$ cat config.mk
export PLATFORM = sky130hd
export DESIGN_NAME = sound_dma_channel
export DESIGN_NICKNAME = d
export VERILOG_FILES = /design/src/rtl/sound_dma_channel.sv
export SDC_FILE = /design/constraint.sdc
export NUM_CORES = 1
export LEC_CHECK = 0
export BUFFER_PORTS_ARGS = -buffer_cell sky130_fd_sc_hd__buf_2
export CAP_MARGIN = 5
export CORE_MARGIN = 3
export CORE_UTILIZATION = 30
export CTS_CLUSTER_DIAMETER = 120
export DETAILED_ROUTE_END_ITERATION = 12
export PLACE_DENSITY_LB_ADDON = 0.15
export SLEW_MARGIN = 20
export SYNTH_ARGS = -nofsm -noshare
export SYNTH_HDL_FRONTEND = slang
export SYNTH_SLANG_ARGS = --single-unit
$ cat constraint.sdc
create_clock -name clk -period 2.6 [get_ports clk]
set_input_delay 0.13 -clock clk [delete_from_list [all_inputs] [get_ports clk]]
set_output_delay 0.13 -clock clk [all_outputs]
set_load 0.1 [all_outputs]
$ cat src/rtl/sound_dma_channel.sv
// Single-channel sound DMA engine: moves one byte/word per request between memory and
// the sound block, with a CPU-visible register file, autoinit and terminal-count reporting.
module sound_dma_channel #(
  parameter bit WIDE = 1'b1
) (
  input  logic        clk,
  input  logic        rst_n,
  input  logic [2:0]  io_address,
  input  logic        io_read,
  input  logic        io_write,
  input  logic [7:0]  io_writedata,
  output logic [7:0]  io_readdata,
  input  logic        dma_req,
  output logic        dma_ack,
  output logic [15:0] dma_readdata,
  input  logic [15:0] dma_writedata,
  output logic [23:0] mem_address,
  output logic [1:0]  mem_byteenable,
  output logic        mem_read,
  output logic        mem_write,
  output logic [15:0] mem_writedata,
  input  logic [15:0] mem_readdata,
  input  logic        mem_waitrequest,
  input  logic        mem_readdatavalid,
  output logic        tc
);

  localparam int unsigned AW = 24;
  localparam int unsigned CW = 16;
  localparam int unsigned DW = 16;
  localparam logic [AW-1:0] ADDR_STEP = WIDE ? AW'(2) : AW'(1);

  typedef enum logic [2:0] {IDLE, MEM_RD, WAIT_DATA, ACK, MEM_WR, UPDATE} state_t;

  state_t         state_q, state_d;
  logic [AW-1:0]  base_addr_q, base_addr_d, cur_addr_q, cur_addr_d;
  logic [CW-1:0]  base_cnt_q, base_cnt_d, cur_cnt_q, cur_cnt_d;
  logic           dir_q, dir_d, autoinit_q, autoinit_d, mask_q, mask_d;
  logic           tc_flag_q, tc_flag_d, tc_q, tc_d, tc_set;
  logic           dma_ack_q, dma_ack_d, mem_read_q, mem_read_d, mem_write_q, mem_write_d;
  logic [DW-1:0]  mem_wdata_q, mem_wdata_d, dma_rdata_q, dma_rdata_d;
  logic [7:0]     io_rdata_q, io_rdata_d;

  // State and register file
  always_ff @(posedge clk) begin
    if (!rst_n) begin
      state_q     <= IDLE;
      base_addr_q <= '0;
      cur_addr_q  <= '0;
      base_cnt_q  <= '0;
      cur_cnt_q   <= '0;
      dir_q       <= 1'b0;
      autoinit_q  <= 1'b0;
      mask_q      <= 1'b1;
      tc_flag_q   <= 1'b0;
      tc_q        <= 1'b0;
      dma_ack_q   <= 1'b0;
      mem_read_q  <= 1'b0;
      mem_write_q <= 1'b0;
      mem_wdata_q <= '0;
      dma_rdata_q <= '0;
      io_rdata_q  <= '0;
    end else begin
      state_q     <= state_d;
      base_addr_q <= base_addr_d;
      cur_addr_q  <= cur_addr_d;
      base_cnt_q  <= base_cnt_d;
      cur_cnt_q   <= cur_cnt_d;
      dir_q       <= dir_d;
      autoinit_q  <= autoinit_d;
      mask_q      <= mask_d;
      tc_flag_q   <= tc_flag_d;
      tc_q        <= tc_d;
      dma_ack_q   <= dma_ack_d;
      mem_read_q  <= mem_read_d;
      mem_write_q <= mem_write_d;
      mem_wdata_q <= mem_wdata_d;
      dma_rdata_q <= dma_rdata_d;
      io_rdata_q  <= io_rdata_d;
    end
  end

  // Next-state: CPU writes first, then the FSM, so UPDATE owns the current copies
  always_comb begin
    state_d     = state_q;
    base_addr_d = base_addr_q;
    cur_addr_d  = cur_addr_q;
    base_cnt_d  = base_cnt_q;
    cur_cnt_d   = cur_cnt_q;
    dir_d       = dir_q;
    autoinit_d  = autoinit_q;
    mask_d      = mask_q;
    tc_flag_d   = tc_flag_q;
    tc_set      = 1'b0;
    mem_wdata_d = mem_wdata_q;
    dma_rdata_d = dma_rdata_q;
    io_rdata_d  = io_rdata_q;

    if (io_write) begin
      case (io_address)
        3'd0: begin base_addr_d[7:0]   = io_writedata; cur_addr_d[7:0]   = io_writedata; end
        3'd1: begin base_addr_d[15:8]  = io_writedata; cur_addr_d[15:8]  = io_writedata; end
        3'd2: begin base_addr_d[23:16] = io_writedata; cur_addr_d[23:16] = io_writedata; end
        3'd3: begin base_cnt_d[7:0]    = io_writedata; cur_cnt_d[7:0]    = io_writedata; end
        3'd4: begin base_cnt_d[15:8]   = io_writedata; cur_cnt_d[15:8]   = io_writedata; end
        3'd5: begin
          dir_d      = io_writedata[0];
          autoinit_d = io_writedata[1];
          mask_d     = io_writedata[2];
        end
        default: ;
      endcase
    end

    case (state_q)
      IDLE: begin
        if (dma_req && !mask_q) state_d = dir_q ? ACK : MEM_RD;
      end
      MEM_RD: begin
        if (!mem_waitrequest) state_d = WAIT_DATA;
      end
      WAIT_DATA: begin
        if (mem_readdatavalid) begin
          dma_rdata_d = WIDE ? mem_readdata
                             : {8'h00, cur_addr_q[0] ? mem_readdata[15:8] : mem_readdata[7:0]};
          state_d     = ACK;
        end
      end
      ACK: begin
        if (dir_q) begin
          mem_wdata_d = WIDE ? dma_writedata : {2{dma_writedata[7:0]}};
          state_d     = MEM_WR;
        end else begin
          state_d = UPDATE;
        end
      end
      MEM_WR: begin
        if (!mem_waitrequest) state_d = UPDATE;
      end
      UPDATE: begin
        cur_addr_d = cur_addr_q + ADDR_STEP;
        cur_cnt_d  = cur_cnt_q - CW'(1);
        if (cur_cnt_q == '0) begin
          tc_set = 1'b1;
          if (autoinit_q) begin
            cur_addr_d = base_addr_q;
            cur_cnt_d  = base_cnt_q;
          end else begin
            mask_d = 1'b1;
          end
        end
        state_d = IDLE;
      end
      default: state_d = IDLE;
    endcase

    // A terminal count landing on the same edge as a status read keeps the flag set
    if (tc_set) tc_flag_d = 1'b1;
    else if (io_read && io_address == 3'd6) tc_flag_d = 1'b0;

    // Status reports the post-edge view so a coincident terminal count is not lost
    if (io_read) begin
      case (io_address)
        3'd0:    io_rdata_d = cur_addr_q[7:0];
        3'd1:    io_rdata_d = cur_addr_q[15:8];
        3'd2:    io_rdata_d = cur_addr_q[23:16];
        3'd3:    io_rdata_d = cur_cnt_q[7:0];
        3'd4:    io_rdata_d = cur_cnt_q[15:8];
        3'd5:    io_rdata_d = {5'b0, mask_q, autoinit_q, dir_q};
        3'd6:    io_rdata_d = {5'b0, state_d != IDLE, mask_d, tc_flag_q | tc_set};
        default: io_rdata_d = 8'h00;
      endcase
    end

    tc_d        = tc_set;
    dma_ack_d   = (state_d == ACK);
    mem_read_d  = (state_d == MEM_RD);
    mem_write_d = (state_d == MEM_WR);
  end

  assign io_readdata    = io_rdata_q;
  assign dma_ack        = dma_ack_q;
  assign dma_readdata   = dma_rdata_q;
  assign mem_read       = mem_read_q;
  assign mem_write      = mem_write_q;
  assign mem_writedata  = mem_wdata_q;
  assign tc             = tc_q;
  assign mem_address    = WIDE ? {cur_addr_q[AW-1:1], 1'b0} : cur_addr_q;
  assign mem_byteenable = WIDE ? 2'b11 : (cur_addr_q[0] ? 2'b10 : 2'b01);

endmodule

# After elaboration in Yosys (flattened, before gate mapping)
# Cells that the tools add are included.
# totals
reg_bits	131
latchBits	0
mem_bits_rw	0
mem_bits_ro	0
inputBits	50
elab_cells	96
mem_count	0
# op_classes
n_addsub	2
mul	0
div_mod_pow	0
n_lt_le_gt_ge	0
n_eq_ne	14
shift	0
mux	30
n_bitwise	1
reduce_logical	27
# ops
cell	n
24-bit two-way mux	4
16-bit two-way mux	4
8-bit one-hot mux with 7 select lines	1
8-bit two-way mux	5
2-bit AND reduction	13
24-bit by 2-bit adder with 24-bit output, second input constant	1
3-bit equality test, second input constant	6
16-bit zero test	1
16-bit by 1-bit subtractor with 16-bit output, second input constant	1
3-bit by 2-bit equality test with 1-bit output, second input constant	5
3-bit one-hot mux with 5 select lines	1
2-bit nonzero test	7
3-bit two-way mux	4
1-bit two-way mux	10
3-bit by 1-bit equality test with 1-bit output, second input constant	3
3-bit zero test	2
3-bit nonzero test	1
1-bit logical AND	2
2-bit two-way mux	1
1-bit zero test	1
1-bit OR	1

# Logic depth before layout (Yosys ltp)
# depth
depth_word	7
ltp_mapped	8
depth_no_buf	7

# Worst setup path before layout
# OpenSTA, ideal clock, no wires.
# synth_timing
path_type	register -> register
from	register cur_addr_q[1]
to	register cur_addr_q[19]
setup_time_ns	0.125
arrival_time_ns	1.813
setup_slack_ns	0.662
path_stages_with_launch	7
n_path_buf	0
period_less_slack_ns	1.938
path_cell_list	dfxtp_1 -> ha_1 -> nand3_2 -> or3_4 -> o31a_1 -> a2111oi_2 -> nor2_1
# synth_between
elab_chain_len	4
# synth_rtl
element	line_no	text
start, declared	36	logic [AW-1:0] base_addr_q, base_addr_d, cur_addr_q, cur_addr_d;
start signal, assigned	66	cur_addr_q <= cur_addr_d;
24-bit by 2-bit adder with 24-bit output *	141	cur_addr_d = cur_addr_q + ADDR_STEP;
24-bit two-way mux	145	if (autoinit_q) begin
24-bit two-way mux *	143	if (cur_cnt_q == '0) begin
24-bit two-way mux *	115	case (state_q)
# Mark *: on every way between the ends. The rest lies on a longest branch, timed or not.
# A chain may end at the register's enable or synchronous reset.

# Worst setup path in the final report
# Same ends and word-level chain as after synthesis.

==> key figures <==
Outcome
  • Status: finished, final reports clean

Floorplan
  • Starting Density: 30.8%
  • Die area: about 25,000 sq um
  • Site Rows: 54
  • Io pins: 120
  • Core area: roughly 22,000 sq um
  • Die W: 157 um
  • DIE HEIGHT: about 160 um

STA
  • Max_slew headroom: 57.2%
  • FMAX: around 470 MHz
  • Fin Setup TNS: 0 ps
  • Final Max Tran Viols: 0
  • Minimum clock period: between 2000 and 2500 ps
  • Worst-Margin Slew: approximately 640 ps
  • Final hold vios: 0
  • RSZ-0062 raised after global routing: false
  • # setup viols final: 0
  • Tcrit/Tclk final: 82.5%
  • Setup Skew: 8.62 ps
  • Final worst slack: 455 ps

Pwr
  • Leak pwr: 0.00353 uW
  • Comb pwr share: a little over a tenth
  • Switch share: 25.4%
  • Peak VDD IR: 0.000327 V
  • Int Pwr: 3990 uW
  • Seq pwr share: 38.9%
  • PwrDens: 629 nW/um^2
  • Clock share of power: 50.5%
  • Net switching power: 1360 uW

Final layout
  • Register area: 2620 sq um
  • Final Net Count: 1,012
  • Fill cell count: 2,279
  • Layout cells sized above 1: approximately 20%
  • Footprint of the multi-input gates: ~3700 sq um
  • Number of inserted diodes: 0
  • Cell area after layout: 8510 sq um
  • Area Growth Syn to Fin: 25.0%
  • Fin cells: 1,251

Drt
  • Routed WL: 22,800 um
  • DR iter-0 viols: 495
  • WL/cell: around 18 um
  • Vias post-DR: 6,380
  • Drc violations: 0
  • Detail Route Antenna Nets: 0
  • Vias/cell: 5.10
  • Drt pass-1 iters: 5

CTS
  • H-tree levels: 4
  • Skew-Pair Late Insertion Delay: 420 ps
  • CTS root buf: clkbuf_16
  • CTS max path bufs: 2
  • Post-CTS Setup Bufs: 0
  • CTS buffer count: 17
  • TritonCTS clock tree: done
  • CTS sink count: 131
  • Clk slew on worst S/H paths: 60 ps

Synth
  • Largest family of logic cells by synthesized area: simple AND/OR/NAND/NOR gates
  • Count of different cell masters after synthesis: 69
  • Ys async rst share: 0%
  • YS warnings: 0
  • Post-synthesis compound-gate area fraction: between 20% and 30%
  • Cell Area, Synth: 6810 sq um
  • FF+latch count, synth: approximately 130
  • XOR/XNOR Fraction of Synth Area: 3.09%
  • Synth Area in Adders: 0.551%
  • Post-synthesis mux area share: around 4.4%
  • Most used flip-flop cell after synthesis: dfxtp_1
  • Simple-Gate Fraction of Synth Area: 24.0%
  • Sequential-to-total area share from yosys stat: about two fifths
  • Yosys top cell area share: between 30% and 40%
  • Yosys top cell by area: dfxtp_1
  • Post-synthesis cell count: between 800 and 900
  • Synth top area cells: dfxtp_1 (39%), nand2_1 (12%), a21boi_0 (8.9%), a21oi_1 (3.2%), buf_4 (2.9%)
  • Synthesized area per cell: 7.99 sq um
  • Post-synth EDFFs: 0

Global route
  • First-pass GRT wire length: roughly 36,000 um
  • Global route overflow: 0
  • Vias in the first global route: around 6,000
  • GR Util All Layers: 18.9%
  • Antenna violations before repair: 0
  • Largest net degree at the start of global routing: 43

Setup path
  • Slowest-stage cell, CP: or3_4
  • CP cell instances: ha_1 > nand3_2 > or3_4 > o31a_1 > a2111oi_2 > nor2_1
  • Crit-path max FO: 7
  • Critical path's largest stage delay: 470 ps
  • Setup CP Type: flop to flop
  • CP Launch Type: flop
  • Worst Path Required: 2900 ps
  • Worst Setup End Kind: flop
  • Worst path arrival time: 2450 ps
  • CP delay by family, top: simple AND/OR/NAND/NOR gates
  • Buf+Inv Stages, Crit Path: 0

Place
  • DP Cell Count: 1,188
  • Gpl congestion: slightly above 0.9
  • DP Wirelength: around 16,000 um
  • Post-DP Area: 7530 sq um
  • I/O Buffers: 116
  • Worst slack at placement: 465 ps

Flow run
  • Max cap viols: 0

Hold path
  • Path type of the worst min-delay path: input port to flop
[final cells by class]
class,instances,share of cell area (%)
clock buffers,19,5.32
clock inverters,12,2.40
inverters,14,0.617
multi-input cells,624,43.6
flip-flops and latches,131,30.8
well taps,280,4.12
repair buffers,171,13.1
[cell usage after synthesis (5+ instances only)]
cell	count
nand2_1	210
dfxtp_1	131
a21boi_0	81
clkbuf_1	47
a21oi_1	44
nor2_1	28
buf_4	26
nand3_1	21
o21ai_1	21
o21ai_0	16
xnor2_1	15
inv_1	14
mux2i_1	13
o22ai_1	12
nor3_1	11
buf_2	10
nor2b_1	10
xor2_1	9
nand4_1	8
o211ai_1	8
a21boi_1	6
and2_1	6
and3_1	6
nor4_1	6
o211a_1	6
a31oi_1	5
mux4_2	5
or3_1	5
[power groups by stage]
stage | logic (uW) | registers, uW | clock network (uW)
floorplan | 329 | 2170 | 0
global placement | 528 | 2130 | 0
detailed placement | 524 | 2130 | 0
CTS | 562 | 2080 | 2750
global route | 609 | 2090 | 2840
finish | 563 | 2080 | 2710
[flip-flops by register name (all words and copies together) (netlist names), 3 cells and up]
name	count
cur_cnt_q	16
base_addr_q	24
base_cnt_q	16
cur_addr_q	24
state_q	3
mem_writedata	16
io_readdata	8
dma_readdata	16
[cell families (layout without fill, tap and decap cells)]
logic type | after synthesis | count (layout)
xor+xnor | 24 | 24
other cells | 2 | 3
flops | 131 | 131
simple gates | 344 | 344
fa+ha+maj | 3 | 3
mux | 23 | 23
buf+inv | 98 | 216
compound gates | 227 | 227
[layer usage]
layer  share of wire (%)  global-route usage, %  up-vias
met4                 3.0                   7.67        0
met3                 5.1                   2.77       40
li1                    -                      -     3171
met1                  48                   26.2     2964
met2                  44                   29.4      205
met5                   0                      0        -
[stage by stage]
step	util (%)	total power (uW)	hold slack (ps)
2_1_floorplan	-	2500	265
5_1_grt	38.5	5540	106
6_report	38.5	5350	94.6
3_3_place_gp	34.1	2660	375
4_1_cts	38.5	5400	84.9
3_5_place_dp	34.1	2650	379
[layout by cell type (no fill, tap or decap), types with 14 or more instances in the layout]
master / synthesis / routed
dfxtp_1: 131 / 131
a21boi_0: 81 / 81
o21ai_0: 16 / 16
inv_1: 14 / 14
nor2_1: 28 / 28
o21ai_1: 21 / 21
buf_2: 10 / 115
nand2_1: 210 / 210
xnor2_1: 15 / 15
buf_4: 26 / 21
nand3_1: 21 / 21
clkbuf_16: 0 / 17
a21oi_1: 44 / 44
dlygate4sd3_1: 0 / 32
[final timing paths]
path | endpoint | slack (ps) | startpoint | cells after the start
setup reg to reg | cur_addr_q[19] | 450 | cur_addr_q[1] | 6
setup / recovery | cur_addr_q[19] | 450 | cur_addr_q[1] | 6
hold reg to reg | dma_readdata[4] | 450 | dma_readdata[4] | 2
hold / removal | base_addr_q[5] | 90 | io_writedata[5] | 3
[what timing repair did]
action | in CTS | in global routing
hold buffers | 32 | 0
endpoints found under the setup margin | 0 | 0
hold endpoints to repair | 32 | 0
gates resized for setup | 0 | 0
[tightest hold or removal path, delay by kind of cell]
family | cells | cell delay [ps]
AND/OR/NAND/NOR | 1 | 90
buffers and inverters | 1 | 170
AO/OA/AOI/OAI | 1 | 70
Power figures use the tool's default switching activity.
